File: src/rtl/step_state_register.sv
// step_state_register: sequential wrapper around the NextStateLogic block.
// Synchronizes and debounces the Step push-button and the direction switches,
// presents the current state and latched direction to NextStateLogic, and
// registers the returned next state once per accepted press. Also keeps a
// saturating step counter and a sticky out-of-range error flag.
// Optional feature macro: STEP_SEVEN_SEG_EN adds a registered 7-segment
// decode of the current state on output Seg.
//
// Handshake note: there is no valid/ready pair here; the only "transaction"
// is an accepted button press. Next_S is sampled only in the single APPLY
// cycle, when Cur_S and Cur_A are stable, so the combinational loop through
// NextStateLogic is settled at that edge.
module step_state_register #(
   parameter int DEBOUNCE_CYCLES = 4,
   parameter int CNT_W           = 16
) (
   input  logic       clk,
   input  logic       reset,
   input  logic       Step_btn,
   input  logic [1:0] Sw,
   input  logic [3:0] Next_S,
   output logic [3:0] Cur_S,
   output logic [1:0] Cur_A,
   output logic       Busy,
   output logic [7:0] Step_count,
   output logic       Err
`ifdef STEP_SEVEN_SEG_EN
   ,
   output logic [6:0] Seg
`endif
);

   // Last debounce count value; reaching it with the input still stable
   // completes the debounce window.
   localparam logic [CNT_W-1:0] CNT_LAST = CNT_W'(DEBOUNCE_CYCLES - 1);
   localparam logic [3:0]       S_MAX    = 4'd8;
   localparam logic [7:0]       CNT_SAT  = 8'hFF;

   typedef enum logic [1:0] {
      ST_IDLE     = 2'd0,
      ST_DEBOUNCE = 2'd1,
      ST_APPLY    = 2'd2,
      ST_WAIT_REL = 2'd3
   } state_t;

   state_t           state_q, state_d;
   logic [CNT_W-1:0] cnt_q, cnt_d;
   logic [3:0]       cur_s_q, cur_s_d;
   logic [1:0]       cur_a_q, cur_a_d;
   logic [7:0]       steps_q, steps_d;
   logic             err_q, err_d;
   logic             busy_q, busy_d;

   // Two-flop synchronizers; index 1 is the stage the FSM consumes.
   logic [1:0]       stp_sync_q;
   logic [1:0]       sw_sync1_q;
   logic [1:0]       sw_sync2_q;
   logic             stp_s;
   logic [1:0]       sw_s;

   assign stp_s = stp_sync_q[1];
   assign sw_s  = sw_sync2_q;

   // State register: FSM, debounce counter, datapath registers, synchronizers.
   always_ff @(posedge clk) begin
      if (reset) begin
         state_q    <= ST_IDLE;
         cnt_q      <= '0;
         cur_s_q    <= '0;
         cur_a_q    <= '0;
         steps_q    <= '0;
         err_q      <= 1'b0;
         busy_q     <= 1'b0;
         stp_sync_q <= '0;
         sw_sync1_q <= '0;
         sw_sync2_q <= '0;
      end else begin
         state_q    <= state_d;
         cnt_q      <= cnt_d;
         cur_s_q    <= cur_s_d;
         cur_a_q    <= cur_a_d;
         steps_q    <= steps_d;
         err_q      <= err_d;
         busy_q     <= busy_d;
         stp_sync_q <= {stp_sync_q[0], Step_btn};
         sw_sync1_q <= Sw;
         sw_sync2_q <= sw_sync1_q;
      end
   end

   // Next-state logic: debounce press, apply one step, debounce release.
   always_comb begin
      state_d = state_q;
      cnt_d   = cnt_q;
      cur_s_d = cur_s_q;
      cur_a_d = cur_a_q;
      steps_d = steps_q;
      err_d   = err_q;
      unique case (state_q)
         ST_IDLE: begin
            if (stp_s) begin
               state_d = ST_DEBOUNCE;
               cnt_d   = '0;
            end
         end
         ST_DEBOUNCE: begin
            if (!stp_s) begin
               // Glitch: drop back without touching any visible state.
               state_d = ST_IDLE;
               cnt_d   = '0;
            end else if (cnt_q == CNT_LAST) begin
               state_d = ST_APPLY;
               cnt_d   = '0;
               cur_a_d = sw_s;
            end else begin
               cnt_d = cnt_q + 1'b1;
            end
         end
         ST_APPLY: begin
            // Out-of-range next states are replaced by 0 and flagged.
            if (Next_S <= S_MAX) begin
               cur_s_d = Next_S;
            end else begin
               cur_s_d = '0;
               err_d   = 1'b1;
            end
            if (steps_q != CNT_SAT) begin
               steps_d = steps_q + 1'b1;
            end
            state_d = ST_WAIT_REL;
            cnt_d   = '0;
         end
         ST_WAIT_REL: begin
            // Any high sample restarts the release window, so a held or
            // bouncing button never yields a second step.
            if (stp_s) begin
               cnt_d = '0;
            end else if (cnt_q == CNT_LAST) begin
               state_d = ST_IDLE;
               cnt_d   = '0;
            end else begin
               cnt_d = cnt_q + 1'b1;
            end
         end
         default: begin
            state_d = ST_IDLE;
            cnt_d   = '0;
         end
      endcase
      busy_d = (state_d != ST_IDLE);
   end

   // Output logic: all outputs come straight from registers.
   always_comb begin
      Cur_S      = cur_s_q;
      Cur_A      = cur_a_q;
      Busy       = busy_q;
      Step_count = steps_q;
      Err        = err_q;
   end

`ifdef STEP_SEVEN_SEG_EN
   logic [6:0] seg_q;

   // Active-low {g,f,e,d,c,b,a} patterns for digits 0..8; blank otherwise.
   function automatic logic [6:0] seg_decode(input logic [3:0] d);
      logic [6:0] p;
      case (d)
         4'd0:    p = 7'b1000000;
         4'd1:    p = 7'b1111001;
         4'd2:    p = 7'b0100100;
         4'd3:    p = 7'b0110000;
         4'd4:    p = 7'b0011001;
         4'd5:    p = 7'b0010010;
         4'd6:    p = 7'b0000010;
         4'd7:    p = 7'b1111000;
         4'd8:    p = 7'b0000000;
         default: p = 7'b1111111;
      endcase
      return p;
   endfunction

   // Registered segment decode, trailing Cur_S by one cycle.
   always_ff @(posedge clk) begin
      if (reset) begin
         seg_q <= 7'b1000000;
      end else begin
         seg_q <= seg_decode(cur_s_q);
      end
   end

   // Segment output drive.
   always_comb begin
      Seg = seg_q;
   end
`endif

endmodule

File: config.mk
export PLATFORM = sky130hd
export DESIGN_NAME = step_state_register
export DESIGN_NICKNAME = d
export VERILOG_FILES = /design/src/rtl/step_state_register.sv
export SDC_FILE = /design/constraint.sdc
export NUM_CORES = 1
export LEC_CHECK = 0
export CORE_ASPECT_RATIO = 1.4
export CORE_MARGIN = 2
export CORE_UTILIZATION = 55
export CTS_BUF_LIST = sky130_fd_sc_hd__clkbuf_4 sky130_fd_sc_hd__clkbuf_8
export DETAILED_ROUTE_END_ITERATION = 6
export PLACE_DENSITY_LB_ADDON = 0.12
export SYNTH_ARGS = -nofsm -noshare
export SYNTH_HDL_FRONTEND = slang
export SYNTH_SLANG_ARGS = --single-unit
File: constraint.sdc
create_clock -name clk -period 3.48 [get_ports clk]
set_input_delay 0.696 -clock clk [delete_from_list [all_inputs] [get_ports clk]]
set_output_delay 0.696 -clock clk [all_outputs]
set_load 0.02 [all_outputs]
==> results of run 1 <==
through the flow:
stage                     power (mW)  cells
after floorplan                0.491    198
after detailed placement       0.504    253
after global placement         0.503    253
after global routing           0.903    261
final                          0.874    261
after CTS                      0.880    261
power groups by stage:
| stage | registers (mW) | logic [mW] | clock network (mW) |
|---|---|---|---|
| finish | 0.464 | 0.0290 | 0.382 |
| global route | 0.464 | 0.0324 | 0.406 |
| CTS | 0.464 | 0.0293 | 0.387 |
| detailed placement | 0.474 | 0.0291 | 0 |
| global placement | 0.474 | 0.0285 | 0 |
| floorplan | 0.473 | 0.0181 | 0 |
critical path, delay by kind of cell (launching register included):
family	cells	cell delay [ns]
adders and majority gates	1	0.23
AOI/OAI and AO/OA	1	0.82
and+or+nand+nor	3	0.88
DFF	1	0.38
cell families after synthesis:
logic type,Yosys count,synth area share [%]
AO/OA/AOI/OAI,38,13.3
XOR/XNOR,11,5.40
adder cells (fa/ha/maj),2,1.40
buffers and inverters,11,3.08
flip-flops,40,44.8
multiplexers,1,0.561
AND/OR/NAND/NOR,95,31.4
placed cells by master (no fill, tap or decap), types with 3 or more instances in the layout:
cell type	Yosys	final
nor4_1	3	3
nand2_1	17	17
a21oi_1	17	17
o31ai_1	6	6
or4_1	5	5
nand3b_1	4	4
nor2_1	8	8
a31oi_1	3	3
nor2b_1	7	7
nand3_1	8	8
or3_1	5	5
nand4_1	9	9
o21ai_0	4	4
clkbuf_8	1	5
dfxtp_1	40	40
xor2_1	8	8
nor3_1	13	13
xnor2_1	3	3
clkdlybuf4s50_1	0	24
sequential cells by signal, indices dropped and copies added (netlist names):
name        cells
Busy            1
Cur_A           2
Cur_S           4
Err             1
Step_count      8
cnt_q          16
state_q         2
stp_sync_q      2
sw_s            2
sw_sync1_q      2
routing by layer:
metal / vias up / part of all wire, %
met4: 0 / 1.3
met5: - / 0
li1: 779 / -
met3: 7 / 5.0
met1: 747 / 42
met2: 43 / 52
final timing paths:
path,to,slack [ns],depth (start not counted)
setup / recovery,cnt_q[10],1.01,5
hold / removal,stp_sync_q[1],0.44,1
setup reg to reg,cnt_q[10],1.01,5
hold reg to reg,stp_sync_q[1],0.44,1
synthesized netlist by cell type (2+ instances only):
library cell	n	area share [%]
o21ai_0	4	1.1
nand2_1	17	3.6
and4_2	2	1.1
nand4b_1	2	0.98
nand3_1	8	2.2
nand4_1	9	3.2
or3_1	5	1.8
nor3_1	13	3.6
nor2_1	8	1.7
or4b_1	2	1.1
nor2b_1	7	2.5
nor4_1	3	1.1
o31ai_1	6	2.5
or2b_1	2	0.84
nand3b_1	4	1.7
xor2_1	8	3.9
clkbuf_1	5	1.1
or4_1	5	2.1
a21oi_1	17	4.8
buf_2	3	0.84
a211oi_1	2	0.84
xnor2_1	3	1.5
a31oi_1	3	1.1
dfxtp_1	40	45
nor4b_1	2	0.98
ha_1	2	1.4
cell type report:
class / instances / area [um^2]
multi-input cells: 147 / 930
well taps: 39 / 48.8
fillers: 252 / 973
clock inverters: 3 / 46.3
repair buffers: 25 / 248
clock buffers: 5 / 68.8
flip-flops and latches: 40 / 801
inverters: 2 / 7.51
==> results.toml, run 1 <==
[grt]
grt_pass1_wl_um = 6400
antenna_found_initial = 0
grt_usage_pct = 21.9
grt_pass1_vias = 1496
grtUsageMet1_pct = 25.7
grt_busiest_layer = "met2"
overflow = 0
grt_start_max_net_pins = 41
grt.met2_usage_pct = 37.8
met3_usage_pct = 4.38

[worst_setup_path]
worstPathCellList = "ha_1 -> nor4b_1 -> nand4_1 -> a21oi_1 -> nor3_1"
required_ns = 3.62
arrival_ns = 2.61
crit_path_max_fanout = 11
cp-end-kind = "flop"
r2r_start = "cnt_q[0]"
cpMaxStageDelayCell = "a21oi_1"
critPathLaunchType = "flop"
slowest_delay_ns = 0.82
critical_path_class = "flop to flop"
cp-startpoint = "cnt_q[0]"

[sta]
tns_ns = 0
worst_clock_skew_ns = 0.00618
rsz0062_at_grt = "false"
fin_crit_ns = 2.47
finalWorstSetupSlack_ns = 1.01
finalCritPeriodShare_pct = 71.0
finalSetupViolCount = 0
hold_viol_final = 0
hold_ws_ns = 0.444
fmax_ghz = 0.405
finalMaxSlewViolations = 0
slew_headroom_pct = 42.7
tightestPinTransition_ns = 0.860

[synth]
async_flop_share_pct = 0
ys_ff_latch = 40
synth-warning-count = 0
synthCells = 198
yosysSeqAreaShare_pct = 44.8
avgSynthCellArea_um2 = 9.02
synth_cell_type_count = 42
netlist_area_um2 = 1790
ys.flop_type = "dfxtp_1"
synth_edf_count = 0
syn_nets = 209

[detailed_routing]
wl_per_cell_um = 13.9
via_per_inst = 6.04
drcViolationCount = 0
final_antenna_net_count = 0
dr.first_iter.drc_count = 51
first_pass_iters = 4
vias = 1576
drt_wl_total_um = 3620

[clocking]
clk_latency_ns = 0.29
root_buffer = "clkbuf_8"
htreeDepth = 2
cts_tree = "built"
cts_hold_buf = 0
cts-resized-gates = 0
cts.sinks = 40
clock_path_buffers = 2
clk_pin_slew_ns = 0.08
cts_buffers = 5
cts_setup_buffers = 0

[pwr]
p_leak_nw = 0.683
powerDensity_nw_per_um2 = 407
pwr-share-clk_pct = 43.6
power_frac_comb_pct = 3.3
vdd_drop_max_uv = 330
switching_share_pct = 21.0
p_sw_mw = 0.184
p_int_mw = 0.690
power_frac_seq_pct = 53.0

[die]
die_width_um = 52.2
ios = 25
coreArea_um2 = 3120
dieArea_um2 = 3720
initial_core_util_pct = 57.2
num_rows = 24
die_h_um = 71.4

[hold_path]
hold_start = "stp_sync_q[0]"
hp-class = "flop to flop"

[run_status]
status = "complete, no violations"

[run]
maxCapViolCount = 0

[layout]
layout-drive-gt1-share_pct = 6.76
area_growth_pct = 20.4
finalInstanceArea_um2 = 2150
final_core_util_pct = 68.8
final_nets = 232
diodes = 0

[place]
gp_congestion = 0.810
placed_area_um2 = 2030
post-dp-hpwl_um = 2530
post-place-ws_ns = 1.08
port_buffers = 24
No activity file was read; power rests on OpenSTA's default activity.
==> inputs of run 2 (changes only) <==
==> constraint.sdc (replaced) <==
create_clock -name clk -period 2.54 [get_ports clk]
set_input_delay 0.508 -clock clk [delete_from_list [all_inputs] [get_ports clk]]
set_output_delay 0.508 -clock clk [all_outputs]
set_load 0.02 [all_outputs]
==> run 2 against run 1 <==
Sequential share of layout area down 0.26 points; clock-buffer cell count unchanged; global-route usage decreased by 0.89 points; combinational power increased by 43%; critical path type unchanged; fmax up 23%; sequential power is 37% higher; die area did not move; clock power up 36%; largest cell class unchanged; register-to-register slack got worse by 0.48 ns.
==> results.toml, run 2 (synthesis results as in run 1) <==
[run_status]
status = "complete, no violations"

[worst_setup_path]
r2r_start = "cnt_q[0]"
cp-end-kind = "flop"
reg2regPathDepth = 6
r2r_slack_ns = 0.53
cp-startpoint = "cnt_q[0]"
slowest_delay_ns = 0.41
endpoint = "cnt_q[7]"
critical_path_class = "flop to flop"
arrival_ns = 2.18
cp_num_buf_inv = 1
critical_path.top_delay_family = "simple AND/OR/NAND/NOR gates"
crit_cells = 6
crit_path_max_fanout = 11
cpMaxStageDelayCell = "nand4_1"
rr_endpoint = "cnt_q[7]"
critPathLaunchType = "flop"
worstPathCellList = "ha_1 -> nor4b_1 -> nand4_1 -> a21oi_1 -> buf_4 -> nor3_1"
required_ns = 2.70

[pwr]
p_leak_nw = 0.693
powerDensity_nw_per_um2 = 552
power_frac_seq_pct = 53.2
switching_share_pct = 20.7
p_int_mw = 0.947
vdd_drop_max_uv = 440
total_power_mw = 1.19
pwr-share-clk_pct = 43.3
p_sw_mw = 0.247
power_frac_comb_pct = 3.5

[die]
dieArea_um2 = 3720
coreArea_um2 = 3120
die_h_um = 71.4
initial_core_util_pct = 57.2
num_rows = 24
ios = 25
die_width_um = 52.2

[sta]
slew_headroom_pct = 59.7
finalWorstSetupSlack_ns = 0.528
finalCritPeriodShare_pct = 79.2
finalMaxSlewViolations = 0
finalSetupViolCount = 0
tns_ns = 0
worst_clock_skew_ns = 0.00713
fin_crit_ns = 2.01
rsz0062_at_grt = "false"
fmax_ghz = 0.497
tightestPinTransition_ns = 0.601
hold_viol_final = 0

[detailed_routing]
drcViolationCount = 0
first_pass_iters = 5
drt_wl_total_um = 3550
via_per_inst = 6.06
dr.first_iter.drc_count = 30
vias = 1593
final_antenna_net_count = 0
wl_per_cell_um = 13.5

[clocking]
root_buffer = "clkbuf_8"
clk_latency_ns = 0.29
htreeDepth = 2
cts_hold_buf = 0
clk_pin_slew_ns = 0.08
cts_buffers = 5
cts_setup_buffers = 0
cts_tree = "built"
cts.sinks = 40
clock_path_buffers = 2
cts-resized-gates = 0

[run]
maxCapViolCount = 0

[layout]
largest_reg_flops = 16
diodes = 0
area_growth_pct = 21.2
finalInstanceArea_um2 = 2160
final_core_util_pct = 69.3
final_common_cell = "dfxtp_1"
final_cell_mix = "dfxtp_1, clkdlybuf4s50_1, nand2_1, a21oi_1, nor3_1"
final_nets = 234
largest-register = "cnt_q"
layout-drive-gt1-share_pct = 7.59

[place]
post-dp-hpwl_um = 2540
post-place-ws_ns = 0.569
placed_area_um2 = 2050
gp_congestion = 0.864
port_buffers = 24

[grt]
grt_pass1_wl_um = 6000
antenna_found_initial = 0
grt_usage_pct = 21.1
overflow = 0
grt_start_max_net_pins = 41
grt_pass1_vias = 1523

[hold_path]
hp-class = "flop to flop"
==> run 2: cell types whose count changed in the layout (fill, tap and decap cells not counted), sizes merged <==
| cell | before | now |
|---|---|---|
| buf | 1 | 3 |
==> run 2: through the flow <==
step	hold WS, ns	cells
floorplan	0.414	198
global placement	0.419	255
detailed placement	0.431	255
CTS	0.451	263
global route	0.470	263
finish	0.445	263
==> run 2: worst min path at each step <==
stage,slack [ns],startpoint,depth (start not counted),endpoint
6_report,0.45,stp_sync_q[0],1,stp_sync_q[1]
3_3_place_gp,0.42,sw_sync1_q[1],1,sw_s[1]
3_5_place_dp,0.43,stp_sync_q[0],1,stp_sync_q[1]
4_1_cts,0.45,stp_sync_q[0],1,stp_sync_q[1]
2_1_floorplan,0.41,stp_sync_q[0],1,stp_sync_q[1]
5_1_grt,0.47,sw_sync1_q[1],1,sw_s[1]
==> run 2: layer usage <==
layer / global-route usage [%] / vias up / wire (um)
met2: 39.9 / 46 / 1860
met4: 9.97 / 0 / 71
met1: 21.2 / 753 / 1460
met3: 3.96 / 8 / 163
met5: 0 / - / 0
li1: - / 786 / -
==> run 2: power by group through the flow <==
stage / combinational, mW / clock (mW) / sequential [mW]
6_report: 0.0414 / 0.518 / 0.635
5_1_grt: 0.0463 / 0.558 / 0.636
4_1_cts: 0.0417 / 0.533 / 0.635
3_5_place_dp: 0.0413 / 0 / 0.650
3_3_place_gp: 0.0403 / 0 / 0.650
2_1_floorplan: 0.0247 / 0 / 0.648
==> run 2: area by class of cell <==
type	instances	area [um^2]
fillers	262	958
multi-input cells	147	930
flip-flops and latches	40	801
repair buffers	27	263
clock buffers	5	68.8
well taps	39	48.8
clock inverters	3	46.3
inverters	2	7.51
==> inputs of run 3 (changes only) <==
--- a/config.mk
+++ b/config.mk
@@ -7,7 +7,7 @@
 export LEC_CHECK = 0
 export CORE_ASPECT_RATIO = 1.4
 export CORE_MARGIN = 2
-export CORE_UTILIZATION = 55
+export CORE_UTILIZATION = 50
 export CTS_BUF_LIST = sky130_fd_sc_hd__clkbuf_4 sky130_fd_sc_hd__clkbuf_8
 export DETAILED_ROUTE_END_ITERATION = 6
 export PLACE_DENSITY_LB_ADDON = 0.12
==> constraint.sdc (replaced) <==
create_clock -name clk -period 1.7 [get_ports clk]
set_input_delay 0.34 -clock clk [delete_from_list [all_inputs] [get_ports clk]]
set_output_delay 0.34 -clock clk [all_outputs]
set_load 0.02 [all_outputs]
==> run 3 against run 2 <==
The run now ends with negative setup slack left; total power is 37% higher; global-route usage is 3.4 points higher; register-to-register slack worse by 0.61 ns; sequential cell count stayed put; clock-buffer cell count is 1 higher; largest cell class unchanged; largest power group unchanged.
==> results.toml, run 3 (synthesis results as in run 1) <==
[run_status]
status = "finished with violations"
violations = "negative setup slack"

[worst_setup_path]
critical_path_class = "flop to flop"
r2r_slack_ns = -0.08
r2r_start = "cnt_q[11]"
reg2regPathDepth = 6
rr_endpoint = "Cur_A[1]"
required_ns = 1.87
cp-end-kind = "flop"
crit_path_max_fanout = 5
arrival_ns = 1.96
critPathLaunchType = "flop"

[die]
coreArea_um2 = 3410
dieArea_um2 = 4070
die_h_um = 74.7
initial_core_util_pct = 52.4
die_width_um = 54.5
num_rows = 25
ios = 25

[grt]
grt_pass1_vias = 1763
grt_busiest_layer = "met2"
grt_start_max_net_pins = 41
grt.met2_usage_pct = 44.0
grtUsageMet1_pct = 25.8
grt_usage_pct = 24.5
grt_pass1_wl_um = 7360
met3_usage_pct = 5.36
overflow = 0
antenna_found_initial = 0

[sta]
finalSetupViolCount = 6
slew_headroom_pct = 65.7
finalWorstSetupSlack_ns = -0.0806
finalMaxSlewViolations = 0
fmax_ghz = 0.562
worst_clock_skew_ns = 0.00672
tns_ns = -0.236
hold_viol_final = 0
finalCritPeriodShare_pct = 105
rsz0062_at_grt = "true"
fin_crit_ns = 1.78
tightestPinTransition_ns = 0.506

[layout]
final_cell_mix = "buf_4, dfxtp_1, clkdlybuf4s50_1, nand2_1"
final_nets = 276
area_growth_pct = 48.1
final_core_util_pct = 77.6
largest_reg_flops = 16
largest-register = "cnt_q"
final_common_cell = "buf_4"
layout-drive-gt1-share_pct = 34.3
diodes = 0

[place]
port_buffers = 24
gp_congestion = 0.872
post-dp-hpwl_um = 3190

[run]
maxCapViolCount = 0

[clocking]
cts_buffers = 5
cts_hold_buf = 0
cts_tree = "built"
cts.sinks = 40
htreeDepth = 2
clock_path_buffers = 2
clk_latency_ns = 0.29
clk_pin_slew_ns = 0.07
root_buffer = "clkbuf_8"

[pwr]
powerDensity_nw_per_um2 = 620
p_leak_nw = 0.975
vdd_drop_max_uv = 677

[detailed_routing]
via_per_inst = 5.83
drt_wl_total_um = 4770
vias = 1778
first_pass_iters = 4
dr.first_iter.drc_count = 35
drcViolationCount = 0
final_antenna_net_count = 0
wl_per_cell_um = 15.6

[hold_path]
hold_start = "stp_sync_q[0]"
hp-class = "flop to flop"
min_path_cells = 1
hold_end = "stp_sync_q[1]"
==> run 3: cell count changes in the layout (fill, tap and decap cells not counted), sizes merged <==
cell	change
bufinv	-1
dlygate4sd2	+2
clkdlybuf4s50	-3
buf	+42
inv	-1
clkbuf	+1
clkinv	+1
clkinvlp	-1
dlymetal6s2s	+1
==> run 3: final cells by class <==
| class | instances | area (um^2) |
|---|---|---|
| Clock buffer | 6 | 76.3 |
| Clock inverter | 1 | 5.00 |
| Fill cell | 224 | 764 |
| Inverter | 2 | 7.51 |
| Multi-Input combinational cell | 147 | 1070 |
| Sequential cell | 40 | 826 |
| Tap cell | 40 | 50.0 |
| Timing Repair Buffer | 69 | 607 |
==> run 3: through the flow <==
step / cells / power (mW) / instance area, um^2 / hold slack (ns) / setup slack (ns)
finish: 305 / 1.64 / 2650 / 0.442 / -0.0806
global placement: 290 / 1.04 / 2340 / 0.417 / -0.00113
CTS: 298 / 1.65 / 2460 / 0.447 / -0.00955
detailed placement: 290 / 1.05 / 2340 / 0.431 / -0.120
floorplan: 198 / 1.01 / 1800 / 0.414 / 0.000577
global route: 305 / 1.69 / 2650 / 0.468 / -0.126
==> run 3: repair_timing <==
item                                   4_1_cts  5_1_grt
pin swaps                                    3        5
gates resized for setup                     14       30
buffers inserted                             1        6
endpoints found under the hold margin        0        0
cloned                                       0        1
setup endpoints to repair                   21       25
==> run 3: how the worst max path moves through the flow <==
| stage | startpoint | endpoint | slack [ns] | depth (start not counted) |
|---|---|---|---|---|
| floorplan | cnt_q[8] | cnt_q[15] | 0.0006 | 4 |
| global placement | cnt_q[0] | cnt_q[15] | -0.001 | 4 |
| detailed placement | cnt_q[0] | Cur_A[1] | -0.12 | 6 |
| CTS | cnt_q[4] | Cur_A[1] | -0.01 | 6 |
| global route | cnt_q[11] | Cur_A[1] | -0.13 | 6 |
| finish | cnt_q[11] | Cur_A[1] | -0.08 | 6 |
==> run 3: per-layer routing <==
metal	vias to the layer above	share of wire (%)	wire length (um)
met2	46	54	2590
li1	872	-	-
met5	-	0	0
met1	844	39	1860
met4	0	3.3	159
met3	16	3.5	165
==> run 3: critical path, stage by stage, from the launching register on <==
cell	delay, ns
dfxtp_2	0.33
buf_4	0.14
nor3_1	0.31
nand4_1	0.31
buf_6	0.24
o31ai_2	0.22
a21oi_1	0.10
==> run 3: power breakdown <==
group / internal (mW) / leakage, nW / switching (mW)
sequential: 0.941 / 0.332 / 0.00418
clock: 0.295 / 0.0445 / 0.316
combinational: 0.0409 / 0.598 / 0.0417
total: 1.28 / 0.975 / 0.362
